`src/rtl/mem_arbiter_if.sv`:
```
// Fetch/LSU/DRAM signal bundle seen by the memory arbiter.
// The arbiter attaches through the slave modport; the environment drives it through master.
interface mem_arbiter_if;
   logic        instr_req_ip;
   logic [31:0] instr_addr_ip;
   logic        instr_gnt_op;
   logic        instr_rvalid_op;
   logic [31:0] instr_rdata_op;

   logic        data_req_ip;
   logic        data_we_ip;
   logic [3:0]  data_be_ip;
   logic [31:0] data_addr_ip;
   logic [31:0] data_wdata_ip;
   logic        data_gnt_op;
   logic        data_rvalid_op;
   logic [31:0] data_rdata_op;

   logic        mem_req_op;
   logic        mem_we_op;
   logic [3:0]  mem_be_op;
   logic [31:0] mem_addr_op;
   logic [31:0] mem_wdata_op;
   logic        mem_gnt_ip;
   logic        mem_rvalid_ip;
   logic [31:0] mem_rdata_ip;

   logic        timeout_op;

   modport slave (
      input  instr_req_ip, instr_addr_ip,
      input  data_req_ip, data_we_ip, data_be_ip, data_addr_ip, data_wdata_ip,
      input  mem_gnt_ip, mem_rvalid_ip, mem_rdata_ip,
      output instr_gnt_op, instr_rvalid_op, instr_rdata_op,
      output data_gnt_op, data_rvalid_op, data_rdata_op,
      output mem_req_op, mem_we_op, mem_be_op, mem_addr_op, mem_wdata_op,
      output timeout_op
   );

   modport master (
      output instr_req_ip, instr_addr_ip,
      output data_req_ip, data_we_ip, data_be_ip, data_addr_ip, data_wdata_ip,
      output mem_gnt_ip, mem_rvalid_ip, mem_rdata_ip,
      input  instr_gnt_op, instr_rvalid_op, instr_rdata_op,
      input  data_gnt_op, data_rvalid_op, data_rdata_op,
      input  mem_req_op, mem_we_op, mem_be_op, mem_addr_op, mem_wdata_op,
      input  timeout_op
   );
endinterface

```
`src/rtl/mem_arbiter.sv`:
```
// Single-outstanding DRAM port arbiter between Fetch and LSU: data priority with a
// fetch starvation guard, owner-routed responses and a response timeout.
module mem_arbiter #(
   parameter int MAX_DATA_STREAK = 4,
   parameter int TIMEOUT_CYCLES  = 64
) (
   input  logic          clock,
   input  logic          reset,
   mem_arbiter_if.slave  bus
);

   localparam int STREAK_W = $clog2(MAX_DATA_STREAK + 1);
   localparam int TMO_W    = $clog2(TIMEOUT_CYCLES + 1);
   localparam logic [STREAK_W-1:0] STREAK_MAX = STREAK_W'(MAX_DATA_STREAK);
   localparam logic [TMO_W-1:0]    TMO_LAST   = TMO_W'(TIMEOUT_CYCLES - 1);

   typedef enum logic [1:0] {
      IDLE,
      WAIT_GNT,
      WAIT_RESP
   } state_t;

   state_t state;
   state_t state_nxt;

   logic                owner_data;
   logic [STREAK_W-1:0] streak;
   logic [STREAK_W-1:0] streak_nxt;
   logic [TMO_W-1:0]    tmo_cnt;

   logic        mem_we;
   logic [3:0]  mem_be;
   logic [31:0] mem_addr;
   logic [31:0] mem_wdata;

   logic        instr_rvalid;
   logic        data_rvalid;
   logic [31:0] instr_rdata;
   logic [31:0] data_rdata;
   logic        timeout;

   logic        arb_go;
   logic        data_wins;
   logic        gnt_hit;
   logic        resp_hit;
   logic        tmo_hit;
   logic        rsp_pulse;
   logic [31:0] rsp_data;

   // The rvalid cycle belongs to the finished transaction, so arbitration waits one more cycle.
   assign rsp_pulse = instr_rvalid | data_rvalid;

   always_ff @(posedge clock) begin
      if (reset) begin
         state <= IDLE;
      end else begin
         state <= state_nxt;
      end
   end

   always_comb begin
      state_nxt  = state;
      streak_nxt = streak;
      arb_go     = 1'b0;
      data_wins  = 1'b0;
      gnt_hit    = 1'b0;
      resp_hit   = 1'b0;
      tmo_hit    = 1'b0;
      unique case (state)
         IDLE: begin
            if (!rsp_pulse && (bus.instr_req_ip || bus.data_req_ip)) begin
               arb_go    = 1'b1;
               data_wins = bus.data_req_ip &&
                           !(bus.instr_req_ip && (streak == STREAK_MAX));
               if (!bus.instr_req_ip || !data_wins) begin
                  streak_nxt = '0;
               end else if (streak != STREAK_MAX) begin
                  streak_nxt = streak + 1'b1;
               end
               state_nxt = WAIT_GNT;
            end
         end
         WAIT_GNT: begin
            if (bus.mem_gnt_ip) begin
               gnt_hit   = 1'b1;
               state_nxt = WAIT_RESP;
            end
         end
         WAIT_RESP: begin
            if (bus.mem_rvalid_ip) begin
               resp_hit  = 1'b1;
               state_nxt = IDLE;
            end else if (tmo_cnt == TMO_LAST) begin
               tmo_hit   = 1'b1;
               state_nxt = IDLE;
            end
         end
         default: begin
            state_nxt = IDLE;
         end
      endcase
   end

   // Stores and aborted transactions return zero data.
   assign rsp_data = (tmo_hit || (owner_data && mem_we)) ? 32'h0 : bus.mem_rdata_ip;

   always_ff @(posedge clock) begin
      if (reset) begin
         streak       <= '0;
         tmo_cnt      <= '0;
         owner_data   <= 1'b0;
         mem_we       <= 1'b0;
         mem_be       <= 4'h0;
         mem_addr     <= 32'h0;
         mem_wdata    <= 32'h0;
         instr_rvalid <= 1'b0;
         data_rvalid  <= 1'b0;
         instr_rdata  <= 32'h0;
         data_rdata   <= 32'h0;
         timeout      <= 1'b0;
      end else begin
         streak       <= streak_nxt;
         instr_rvalid <= (resp_hit || tmo_hit) && !owner_data;
         data_rvalid  <= (resp_hit || tmo_hit) && owner_data;
         timeout      <= tmo_hit;

         if (arb_go) begin
            owner_data <= data_wins;
            mem_we     <= data_wins && bus.data_we_ip;
            mem_be     <= data_wins ? bus.data_be_ip : 4'hF;
            mem_addr   <= data_wins ? bus.data_addr_ip : bus.instr_addr_ip;
            mem_wdata  <= data_wins ? bus.data_wdata_ip : 32'h0;
         end

         if (gnt_hit) begin
            tmo_cnt <= '0;
         end else if (state == WAIT_RESP) begin
            tmo_cnt <= tmo_cnt + 1'b1;
         end

         if (resp_hit || tmo_hit) begin
            if (owner_data) begin
               data_rdata <= rsp_data;
            end else begin
               instr_rdata <= rsp_data;
            end
         end
      end
   end

   // Grant is a combinational echo of the DRAM accept, routed to the owner only.
   assign bus.instr_gnt_op    = gnt_hit && !owner_data && !reset;
   assign bus.data_gnt_op     = gnt_hit && owner_data && !reset;
   assign bus.instr_rvalid_op = instr_rvalid;
   assign bus.instr_rdata_op  = instr_rdata;
   assign bus.data_rvalid_op  = data_rvalid;
   assign bus.data_rdata_op   = data_rdata;
   assign bus.mem_req_op      = (state == WAIT_GNT);
   assign bus.mem_we_op       = mem_we;
   assign bus.mem_be_op       = mem_be;
   assign bus.mem_addr_op     = mem_addr;
   assign bus.mem_wdata_op    = mem_wdata;
   assign bus.timeout_op      = timeout;

endmodule

```
`src/flat_wrapper.sv`:
```
// flat-port wrapper written by rule: the top's interface ports become plain ports
module mem_arbiter_flat 
#(
   parameter int MAX_DATA_STREAK = 4,
   parameter int TIMEOUT_CYCLES  = 64
)
  (clock, reset, bus_instr_req_ip, bus_instr_addr_ip, bus_data_req_ip, bus_data_we_ip, bus_data_be_ip, bus_data_addr_ip, bus_data_wdata_ip, bus_mem_gnt_ip, bus_mem_rvalid_ip, bus_mem_rdata_ip, bus_instr_gnt_op, bus_instr_rvalid_op, bus_instr_rdata_op, bus_data_gnt_op, bus_data_rvalid_op, bus_data_rdata_op, bus_mem_req_op, bus_mem_we_op, bus_mem_be_op, bus_mem_addr_op, bus_mem_wdata_op, bus_timeout_op);
  mem_arbiter_if bus_i ();
  input  logic clock;
  input  logic reset;
  input wire logic [$bits(bus_i.instr_req_ip)-1:0] bus_instr_req_ip;
  input wire logic [$bits(bus_i.instr_addr_ip)-1:0] bus_instr_addr_ip;
  input wire logic [$bits(bus_i.data_req_ip)-1:0] bus_data_req_ip;
  input wire logic [$bits(bus_i.data_we_ip)-1:0] bus_data_we_ip;
  input wire logic [$bits(bus_i.data_be_ip)-1:0] bus_data_be_ip;
  input wire logic [$bits(bus_i.data_addr_ip)-1:0] bus_data_addr_ip;
  input wire logic [$bits(bus_i.data_wdata_ip)-1:0] bus_data_wdata_ip;
  input wire logic [$bits(bus_i.mem_gnt_ip)-1:0] bus_mem_gnt_ip;
  input wire logic [$bits(bus_i.mem_rvalid_ip)-1:0] bus_mem_rvalid_ip;
  input wire logic [$bits(bus_i.mem_rdata_ip)-1:0] bus_mem_rdata_ip;
  output wire logic [$bits(bus_i.instr_gnt_op)-1:0] bus_instr_gnt_op;
  output wire logic [$bits(bus_i.instr_rvalid_op)-1:0] bus_instr_rvalid_op;
  output wire logic [$bits(bus_i.instr_rdata_op)-1:0] bus_instr_rdata_op;
  output wire logic [$bits(bus_i.data_gnt_op)-1:0] bus_data_gnt_op;
  output wire logic [$bits(bus_i.data_rvalid_op)-1:0] bus_data_rvalid_op;
  output wire logic [$bits(bus_i.data_rdata_op)-1:0] bus_data_rdata_op;
  output wire logic [$bits(bus_i.mem_req_op)-1:0] bus_mem_req_op;
  output wire logic [$bits(bus_i.mem_we_op)-1:0] bus_mem_we_op;
  output wire logic [$bits(bus_i.mem_be_op)-1:0] bus_mem_be_op;
  output wire logic [$bits(bus_i.mem_addr_op)-1:0] bus_mem_addr_op;
  output wire logic [$bits(bus_i.mem_wdata_op)-1:0] bus_mem_wdata_op;
  output wire logic [$bits(bus_i.timeout_op)-1:0] bus_timeout_op;
  assign bus_i.instr_req_ip = bus_instr_req_ip;
  assign bus_i.instr_addr_ip = bus_instr_addr_ip;
  assign bus_i.data_req_ip = bus_data_req_ip;
  assign bus_i.data_we_ip = bus_data_we_ip;
  assign bus_i.data_be_ip = bus_data_be_ip;
  assign bus_i.data_addr_ip = bus_data_addr_ip;
  assign bus_i.data_wdata_ip = bus_data_wdata_ip;
  assign bus_i.mem_gnt_ip = bus_mem_gnt_ip;
  assign bus_i.mem_rvalid_ip = bus_mem_rvalid_ip;
  assign bus_i.mem_rdata_ip = bus_mem_rdata_ip;
  assign bus_instr_gnt_op = bus_i.instr_gnt_op;
  assign bus_instr_rvalid_op = bus_i.instr_rvalid_op;
  assign bus_instr_rdata_op = bus_i.instr_rdata_op;
  assign bus_data_gnt_op = bus_i.data_gnt_op;
  assign bus_data_rvalid_op = bus_i.data_rvalid_op;
  assign bus_data_rdata_op = bus_i.data_rdata_op;
  assign bus_mem_req_op = bus_i.mem_req_op;
  assign bus_mem_we_op = bus_i.mem_we_op;
  assign bus_mem_be_op = bus_i.mem_be_op;
  assign bus_mem_addr_op = bus_i.mem_addr_op;
  assign bus_mem_wdata_op = bus_i.mem_wdata_op;
  assign bus_timeout_op = bus_i.timeout_op;
  mem_arbiter #(.MAX_DATA_STREAK(MAX_DATA_STREAK), .TIMEOUT_CYCLES(TIMEOUT_CYCLES)) u_core (.clock(clock), .reset(reset), .bus(bus_i));
endmodule
```
`config.mk`:
```
export PLATFORM = sky130hd
export DESIGN_NAME = mem_arbiter_flat
export DESIGN_NICKNAME = d
export VERILOG_FILES = /design/src/rtl/mem_arbiter_if.sv /design/src/rtl/mem_arbiter.sv /design/src/flat_wrapper.sv
export SDC_FILE = /design/constraint.sdc
export NUM_CORES = 1
export LEC_CHECK = 0
export ABC_AREA = 1
export CORE_MARGIN = 8
export CORE_UTILIZATION = 29
export CTS_BUF_LIST = sky130_fd_sc_hd__clkbuf_16
export DETAILED_ROUTE_END_ITERATION = 10
export PLACE_DENSITY = 0.66
export SYNTH_ARGS = -nofsm -noshare
export SYNTH_HDL_FRONTEND = slang
export SYNTH_SLANG_ARGS = --single-unit
```
`constraint.sdc`:
```
create_clock -name clock -period 1.8 [get_ports clock]
set_input_delay 0.36 -clock clock [delete_from_list [all_inputs] [get_ports clock]]
set_output_delay 0.36 -clock clock [all_outputs]
set_load 0.005 [all_outputs]
```
==> After elaboration in Yosys (flattened, before gate mapping) <==
Index checks and enable logic that the tools add are counted.
{ "word_totals": {"regBits": 149, "output_inout_bits": 139, "inputBits": 139, "elab_cells": 75} }
{ "classes": {"n_mux": 22, "addsub": 2, "eq_ne": 8, "bitwise": 2, "reduce_logical": 28} }
{ "ops": {"columns": ["operator", "n"], "rows": [
  ["$mux W32", 3],
  ["$logic_and A1 B1 Y1", 11],
  ["$mux W1", 11],
  ["$mux W2", 4],
  ["$add A7 B1 Y7 const B", 1],
  ["$eq A7 B6 Y1 const B", 1],
  ["$logic_not A1 Y1", 6],
  ["$mux W3", 2],
  ["$pmux W2 S3", 1],
  ["$reduce_and A3 Y1", 2],
  ["$logic_or A1 B1 Y1", 4],
  ["$mux W4", 1],
  ["$reduce_and A2 Y1", 2],
  ["$add A3 B1 Y3 const B", 1],
  ["$eq A3 B3 Y1 const B", 1],
  ["$ne A3 B2 Y1 const B", 1],
  ["$ne A3 B3 Y1 const B", 1],
  ["$eq A2 B1 Y1 const B", 1],
  ["$eq A2 B2 Y1 const B", 1],
  ["$logic_not A2 Y1", 1],
  ["$ne A2 B1 Y1 const B", 1],
  ["$ne A2 B2 Y1 const B", 1],
  ["$reduce_bool A2 Y1", 1],
  ["$reduce_or A2 Y1", 1],
  ["other kinds (2)", 2]
]} }

==> Logic depth before layout (Yosys ltp) <==
Gate-level depths: netlist of the first run.
{ "logic_depth": {"ltp_word": 8, "mapped_depth": 11, "depth_no_buf": 10} }

==> Least setup slack after synthesis of the first run <==
No wires, ideal clock.
{ "synth_timing": {"kind": "reg-to-reg", "startpoint": "register u_core.streak[0]", "endpoint": "register u_core.mem_addr[21], in the netlist u_core.bus.mem_addr_op[21]", "path_buffers": 1, "setup_slack_ns": 0.312, "required_time_ns": 1.668, "arrival_ns": 1.356, "synth_period_minus_slack_ns": 1.488, "setup_ns": 0.132, "path_stages_with_launch": 10, "path_cell_list": "dfxtp_1 > inv_1 > ha_1 > nand3_1 > nand2_2 > inv_2 > clkbuf_1 > nand2_1 > o211ai_1 > a21oi_1"} }
{ "synth_via": {"elab_chain_len": 7} }
{ "synth_lines": {"columns": ["item", "line", "rtl"], "rows": [
  ["start, declared", "mem_arbiter.sv:27", "logic [STREAK_W-1:0] streak;"],
  ["start signal, assigned", "mem_arbiter.sv:122", "streak <= streak_nxt;"],
  ["$eq A3 B3 Y1", "mem_arbiter.sv:74", "!(bus.instr_req_ip && (streak == STREAK_MAX));"],
  ["$logic_and A1 B1 Y1", "mem_arbiter.sv:74", null],
  ["$logic_not A1 Y1", "mem_arbiter.sv:74", null],
  ["$logic_and A1 B1 Y1", "mem_arbiter.sv:73", "data_wins = bus.data_req_ip &&"],
  ["$mux W1", "mem_arbiter.sv:71", "if (!rsp_pulse && (bus.instr_req_ip || bus.data_req_ip)) begin"],
  ["$mux W1", "mem_arbiter.sv:69", "unique case (state)"],
  ["$mux W32", "mem_arbiter.sv:131", "mem_addr <= data_wins ? bus.data_addr_ip : bus.instr_addr_ip;"],
  ["end signal, assigned", "mem_arbiter.sv:131", null],
  ["end, declared", "mem_arbiter.sv:33", "logic [31:0] mem_addr;"]
]} }
Every way passes these cells.
A chain may end at the register's enable or synchronous reset.

==> Final worst setup path of the first run <==
{ "layout_timing": {"startpoint": "register u_core.state[0]", "endpoint": "output port bus_data_gnt_op"} }
{ "layout_via": {"elab_chain_len": 4} }
{ "layout_lines": {"columns": ["item", "line", "rtl"], "rows": [
  ["start, declared", "mem_arbiter.sv:23", "state_t state;"],
  ["start signal, assigned", "mem_arbiter.sv:57", "state <= state_nxt;"],
  ["$eq A2 B1 Y1", "mem_arbiter.sv:69", null],
  ["$mux W1", "mem_arbiter.sv:69", null],
  ["$logic_and A1 B1 Y1 (2 in series)", "mem_arbiter.sv:153", "assign bus.data_gnt_op = gnt_hit && owner_data && !reset;"],
  ["end, declared", "flat_wrapper.sv:24", "output wire logic [$bits(bus_i.data_gnt_op)-1:0] bus_data_gnt_op;"]
]} }
Every way passes these cells.

==> metrics.txt, run 1 <==
Die Area=27280 sq um; Slew headroom=0.4723; clk_lat worst skew=0.41 ns; Worst-Margin Slew=0.7915 ns; Remaining Overflow, GRT=0; layout cells sized above 1=0.08541; initial core utilization=0.2957; Die Height=165.2 um; Port-buffer cells=277; Leak=4.470 nW; first-pass GRT wire length=33620 um; clock slew seen by the registers of the worst setup and hold paths=0.07 ns; clock network power share=0.421; antenna cells=0; Synth cell types=26; pin count of the biggest net entering global routing=68; Post-Syn Instances=951; Cell Rows=54; TritonCTS Buffers=17; Cell Int Power=0.006447 W; GP Congestion=0.7789; post-synthesis simple-gate area fraction=0.3136; WL per Instance=14.14 um; critical path type=reg -> out; CP cell instances=inv_2 > nor2_4 > nand2_2 > buf_12 > nor3_4 > buf_2; GRT Overall Usage=0.1554; crit-path leading delay family=flip-flops; TritonCTS clock tree=built; fin crit share=0.9799; worst endpoint data arrival time=1.40 ns; final WL=21500 um; Net Switching=0.002175 W; syn_area_per_cell=6.785 sq um; Die Wd=165.2 um; f_max=566.9 MHz; Syn Nets=1093; DR vias=6507; CTS Root Cell=clkbuf_16; Worst path slowest cell=dfxtp_2; # IOs=278; Max stage delay on crit path=0.34 ns; Critical Path Start Type=flip-flop; mux share of post-synthesis cell area=0; Final Hold Vio Count=0; Crit Path Max Fanout=2; area delta synth->final=59.65%; total DRC errors in the routed layout=0; final layout net count=1371; Final setup viols=0; compound-cell area share of the yosys netlist=0.09308; Longest Clk Path Bufs=2; outcome=finished, final reports clean; Reg power frac=0.412; xor/xnor cell area share of the yosys netlist=0.004072; largest family of logic cells by synthesized area=simple AND/OR/NAND/NOR gates; Combinational Power Share=0.167; crit path buf inv count=3; RSZ-0062 raised after global routing=true; peak supply drop=0.0005344 V; utilization after layout=0.4720; hpwl dp=15910 um; CP required=1.44 ns; Slew Viols, Final=0; P per Cell Area=837.0 nW/um^2; CTS sink cnt=149; 1st-pass router iterations=4; Sw Share=0.2523; htree depth=4; Max-Cap Viols=0; core area=21820 sq um; Min-Delay Path Class=in -> reg; vias per cell=4.278; Period minus WS final=1.764 ns; initial antenna violation count=0; mapped cell area=6452 sq um; flop2flop setup slack=0.20 ns; Worst setup EP type=output port; Fin Clk Skew=0.01207 ns; FF+latch count, synth=149; filler cell count=2191; Starting DRT DRC Count=353; number of global-route vias before repair=6468; DRT antenna net count=0; setup_tns=0 ns; synth warn=0; Post-Synth Adder-Cell Area=0.005817; register area share after synthesis=0.4623
==> cell usage after synthesis (all sizes together) <==
cell type	n	area share
inv	134	0.078
nor3	6	0.0047
nand4	1	0.0019
clkbuf	20	0.012
xor2	2	0.0027
nand3	16	0.015
nor2	189	0.11
buf	30	0.031
o211ai	20	0.023
nand2	280	0.17
nor3b	1	0.0012
ha	3	0.0058
o21ai	19	0.015
a21oi	71	0.055
nor2b	7	0.0068
or2	1	0.00097
clkinv	1	0.00058
xnor2	1	0.0014
dfxtp	149	0.46
==> worst paths after layout <==
check | startpoint | endpoint | cells past startpoint
setup / recovery | u_core.state[0]$_SDFFE_PP0P_ | bus_data_gnt_op | 6
hold reg to reg | u_core.bus.mem_wdata_op[13]$_SDFFE_PP0P_ | u_core.bus.mem_wdata_op[13]$_SDFFE_PP0P_ | 2
setup reg to reg | u_core.tmo_cnt[1]$_SDFFE_PP0N_ | u_core.bus.instr_rdata_op[28]$_SDFFE_PP0P_ | 9
hold / removal | reset | u_core.state[0]$_SDFFE_PP0P_ | 3
==> registers in the layout, indices dropped and copies added (netlist names), 2 cells and up <==
name,cells
u_core.bus.data_rdata_op,32
u_core.bus.instr_rdata_op,32
u_core.bus.mem_addr_op,32
u_core.bus.mem_be_op,4
u_core.bus.mem_wdata_op,32
u_core.state,2
u_core.streak,3
u_core.tmo_cnt,7
==> worst min-delay path: stages <==
cell     delay, ns
buf_2         0.17
buf_4         0.16
a21oi_1       0.04
==> metrics by stage <==
| step | cell area (sq um) | cells | hold WS [ns] | worst slack (ns) | total power (W) |
|---|---|---|---|---|---|
| 6_report | 10300 | 1521 | 0.3544 | 0.03610 | 0.008622 |
| 5_1_grt | 10300 | 1521 | 0.3348 | -0.06253 | 0.009026 |
| 4_1_cts | 10290 | 1521 | 0.3375 | -0.02929 | 0.008743 |
| 3_5_place_dp | 9659 | 1487 | 0.4532 | -0.4000 | 0.005057 |
| 3_3_place_gp | 9659 | 1487 | 0.4487 | -0.4113 | 0.005046 |
| 2_1_floorplan | 6452 | 951 | 0.4574 | 0.3122 | 0.004173 |
==> cells by family (layout without fill, tap and decap cells) <==
kind of cell | after synthesis | after routing
compound gates | 110 | 110
xor+xnor | 3 | 3
fa+ha+maj | 3 | 3
buf+inv | 185 | 475
simple gates | 501 | 501
flops | 149 | 149
==> power by group through the flow <==
| stage | logic (W) | registers, W | clock network, W |
|---|---|---|---|
| finish | 0.00144 | 0.00356 | 0.00363 |
| global route | 0.00158 | 0.00357 | 0.00387 |
| CTS | 0.00146 | 0.00356 | 0.00373 |
| detailed placement | 0.00143 | 0.00362 | 0 |
| global placement | 0.00143 | 0.00362 | 0 |
| floorplan | 0.000543 | 0.00363 | 0 |
==> routing by layer <==
layer,wire length (um),share of wire,track usage,up-vias
li1,-,-,-,3415
met1,8940,0.42,0.1727,2875
met2,10130,0.47,0.2647,205
met3,2223,0.10,0.07536,12
met4,201,0.0093,0.03235,0
met5,0,0,0,-
==> final cells by class <==
class	count	area, sq um	area share
Clock buffer	17	425.4	0.04130
Clock inverter	14	161.4	0.01567
Inverter	135	506.7	0.04919
Multi-Input combinational cell	617	2723	0.2643
Sequential cell	149	2988	0.2901
Tap cell	280	350.3	0.03401
Timing Repair Buffer	309	3147	0.3055
==> repair_timing <==
action	CTS	global route
endpoints found under the hold margin	0	0
resized for setup	16	4
setup endpoints to repair	3	4
pin swaps	2	3
setup buffers	3	0
hold buffers	0	0
==> placed cells by master, fill, tap and decap left out, drive strengths merged <==
master | Yosys | layout
nand2 | 280 | 280
clkdlybuf4s50 | 0 | 273
nor2 | 189 | 189
dfxtp | 149 | 149
inv | 134 | 138
a21oi | 71 | 71
buf | 30 | 35
o211ai | 20 | 20
o21ai | 19 | 19
clkbuf | 20 | 17
nand3 | 16 | 16
nor2b | 7 | 7
nor3 | 6 | 6
clkinv | 1 | 6
ha | 3 | 3
bufinv | 0 | 3
xor2 | 2 | 2
clkinvlp | 0 | 2
nand4 | 1 | 1
or2 | 1 | 1
xnor2 | 1 | 1
nor3b | 1 | 1
dlygate4sd2 | 0 | 1
Power figures use the tool's default switching activity.
==> run 2, diff against run 1 <==
ABC_AREA = 0   (was 1)
PLACE_DENSITY = 0.65   (was 0.66)
RECOVER_POWER = 50   (was not set)
clock period = 2.1 ns   (was 1.8 ns; I/O delays follow)
==> run 2 against run 1 <==
Effect of this change: final cell count is 14% lower; combinational power is 10% lower; first-iteration DRC count is 31% higher; non-clock buffer count is 4 higher; area after synthesis is 1.3% higher; critical path depth is 2 lower; sequential share of layout area hardly changed; largest cell class unchanged; largest power group is now sequential cells; highest routed layer unchanged.
==> metrics.txt, run 2 <==
fin crit share=0.9306; Final Hold Vio Count=0 (unchanged); pin count of the biggest net entering global routing=73 (+7.4%); Place WS=-0.08402 ns (+0.3160 ns); final layout net count=1148 (-16%); Starting DRT DRC Count=463 (+31%); GRT Overall Usage=0.1809 (+0.02554); f_max=511.7 MHz; synth warn=0 (unchanged); critical path type=reg -> reg; WHS=0.2884 ns (-0.06604 ns); Critical R2R Launch=u_core.state[1]$_SDFFE_PP0P_; CTS Root Cell=clkbuf_16; CP cell instances=or4_1 > nor2_2 > clkbuf_1 > o221a_2; share of the synthesized area in the top cell type=0.4563 (-0.006016); peak supply drop=0.0004301 V (-20%); Longest Clk Path Bufs=2 (unchanged); post-CTS setup repair buffer count=0 (-3); Min-Delay Path Class=in -> reg; clk_lat worst skew=0.42 ns (about the same); Period minus WS final=1.954 ns; hpwl dp=17620 um (+11%); most frequent cells in the layout=179 x clkdlybuf4s50_1, 149 x dfxtp_1, 102 x a21oi_1, 95 x o21ai_0, 94 x dlygate4sd3_1; R2R depth=4 (-5); total placed instance area=9739 sq um (+0.83%); Die Area=27600 sq um (+1.2%); Leak=3.672 nW (-18%); crit path to=u_core.bus.mem_be_op[2]$_SDFFE_PP0P_; final instance area=10280 sq um (-0.16%); Remaining Overflow, GRT=0 (unchanged); TritonCTS Buffers=17 (unchanged); clock slew seen by the registers of the worst setup and hold paths=0.07 ns (about the same); htree depth=4 (unchanged); Post-Syn Instances=766 (-19%); P per Cell Area=717.6 nW/um^2 (-14%); syn_area_per_cell=8.535 sq um (+26%); RSZ-0062 raised after global routing=false; core area=22370 sq um (+2.5%); flop2flop setup slack=0.15 ns (-0.05 ns); # IOs=278 (unchanged); GP Congestion=0.7490 (-3.8%); reg2reg end=u_core.bus.mem_be_op[2]$_SDFFE_PP0P_; Worst path slowest cell=or4_1; Fin Clk Skew=0.01338 ns (+0.001303 ns); Die Height=166.1 um (+0.59%); main area contributors after synthesis=dfxtp_1 46%, a311oi_1 8.6%, a21oi_1 7.8%; DR vias=7009 (+7.7%); DRT antenna net count=0 (unchanged); first-pass GRT wire length=40740 um (+21%); 1st-pass router iterations=5 (+1); Port-buffer cells=277 (unchanged); leading cell types by count after synthesis=149 x dfxtp_1, 102 x a21oi_1, 95 x o21ai_0; Cell Rows=55 (+1.9%); worst endpoint data arrival time=2.31 ns (+0.91 ns); CP required=2.46 ns (+1.02 ns); WL per Instance=19.90 um (+41%); Worst Slack Setup Final=0.1458 ns (+0.1097 ns); initial core utilization=0.2923 (-0.003358); Critical Path Start=u_core.state[1]$_SDFFE_PP0P_; outcome=finished, final reports clean; final WL=25950 um (+21%); vias per cell=5.375 (+26%); total DRC errors in the routed layout=0 (unchanged); Post-synth ARST share=0 (unchanged); mapped cell area=6538 sq um (+1.3%); CTS sink cnt=149 (unchanged); Slew headroom=0.5213 (+0.04899); Syn Nets=908 (-17%); Primary FF master, synth=dfxtp_1; TritonCTS clock tree=built; antenna cells=0 (unchanged); Synth cell types=43 (+65%); Max-Cap Viols=0 (unchanged); filler cell count=2196 (+0.23%); number of flops mapped to enable cells by yosys=0 (unchanged); Crit Path Max Fanout=8 (+6); layout cells sized above 1=0.08047 (-0.004944); most common cell after layout, fill and taps aside=clkdlybuf4s50_1; Final setup viols=0 (unchanged); initial antenna violation count=0 (unchanged); Critical Path Start Type=flip-flop; Max stage delay on crit path=0.59 ns (+0.25 ns); post-synth top area cell=dfxtp_1; Slew Viols, Final=0 (unchanged); register area share after synthesis=0.4563 (-0.006016); count leader, synth=dfxtp_1; area delta synth->final=57.32%; Die Wd=166.1 um (+0.59%); FF+latch count, synth=149 (unchanged); Worst-Margin Slew=0.7181 ns (-0.07348 ns); Worst setup EP type=flip-flop; Hold Crit Depth=2 (-1); number of global-route vias before repair=6888 (+6.5%)
-- run 2: cell types whose count changed after synthesis, sizes merged, moves of 32 or more --
cell	delta
inv	-130
a32oi	+32
o21ai	+81
a311oi	+64
nand4	+34
nor2	-183
nand2	-212
clkbuf	+41
-- run 2: layout make-up --
cell class / instances / area, sq um / share of cell area
clock inverters: 15 / 146.4 / 0.01423
clock buffers: 17 / 425.4 / 0.04136
flip-flops and latches: 149 / 2983 / 0.2900
multi-input cells: 521 / 3169 / 0.3081
inverters: 4 / 15.01 / 0.001460
well taps: 285 / 356.6 / 0.03467
repair buffers: 313 / 3189 / 0.3101
-- run 2: cell families (layout without fill, tap and decap cells) --
group / Yosys count / after routing / synth area share
mux: 1 / 1 / 0.001531
flops: 149 / 149 / 0.4563
buf+inv: 96 / 349 / 0.06411
fa+ha+maj: 3 / 3 / 0.005742
xor+xnor: 2 / 2 / 0.002680
compound gates: 310 / 310 / 0.2991
simple gates: 205 / 205 / 0.1705
-- run 2: worst max-delay path, delay by kind of cell, from the launching register on --
kind / cells / cell delay (ns)
AOI/OAI and AO/OA: 1 / 0.22
buffers and inverters: 1 / 0.29
DFF: 1 / 0.34
and+or+nand+nor: 2 / 1.05
-- run 2: worst min-delay path by stage --
| stage | start | to | slack [ns] |
|---|---|---|---|
| final | reset | u_core.bus.mem_wdata_op[12]$_SDFFE_PP0P_ | 0.29 |
| after global routing | reset | u_core.bus.mem_wdata_op[12]$_SDFFE_PP0P_ | 0.29 |
| after global placement | u_core.bus.data_rdata_op[19]$_SDFFE_PP0P_ | u_core.bus.data_rdata_op[19]$_SDFFE_PP0P_ | 0.45 |
| after CTS | reset | u_core.bus.mem_wdata_op[12]$_SDFFE_PP0P_ | 0.28 |
| after floorplan | u_core.tmo_cnt[6]$_SDFFE_PP0N_ | u_core.tmo_cnt[6]$_SDFFE_PP0N_ | 0.45 |
| after detailed placement | u_core.bus.data_rdata_op[2]$_SDFFE_PP0P_ | u_core.bus.data_rdata_op[2]$_SDFFE_PP0P_ | 0.46 |
-- run 2: repair_timing --
| action | 4_1_cts | 5_1_grt |
|---|---|---|
| setup endpoints to repair | 2 | 0 |
| hold buffers | 0 | 0 |
| resized for setup | 2 | 0 |
-- run 2: through the flow --
step	instances	utilization	power, W	setup TNS, ns
floorplan	766	-	0.003659	0
finish	1304	0.4599	0.007381	0
CTS	1304	0.4609	0.007526	0
global route	1304	0.4599	0.007694	0
global placement	1272	0.4355	0.004467	-0.09170
detailed placement	1272	0.4355	0.004485	-0.7530
-- run 2: power breakdown --
| group | switching (W) | total, W | internal [W] |
|---|---|---|---|
| clock | 0.00136 | 0.00302 | 0.00166 |
| sequential | 0.0000814 | 0.00306 | 0.00298 |
| combinational | 0.000619 | 0.00129 | 0.000675 |
| total | 0.00206 | 0.00738 | 0.00532 |
-- run 2: layer usage --
metal	global-route usage	part of all wire	vias up
met5	0	0	-
met4	0.04664	0.015	0
met3	0.06442	0.078	18
met2	0.2839	0.46	247
met1	0.2322	0.45	3358
li1	-	-	3386
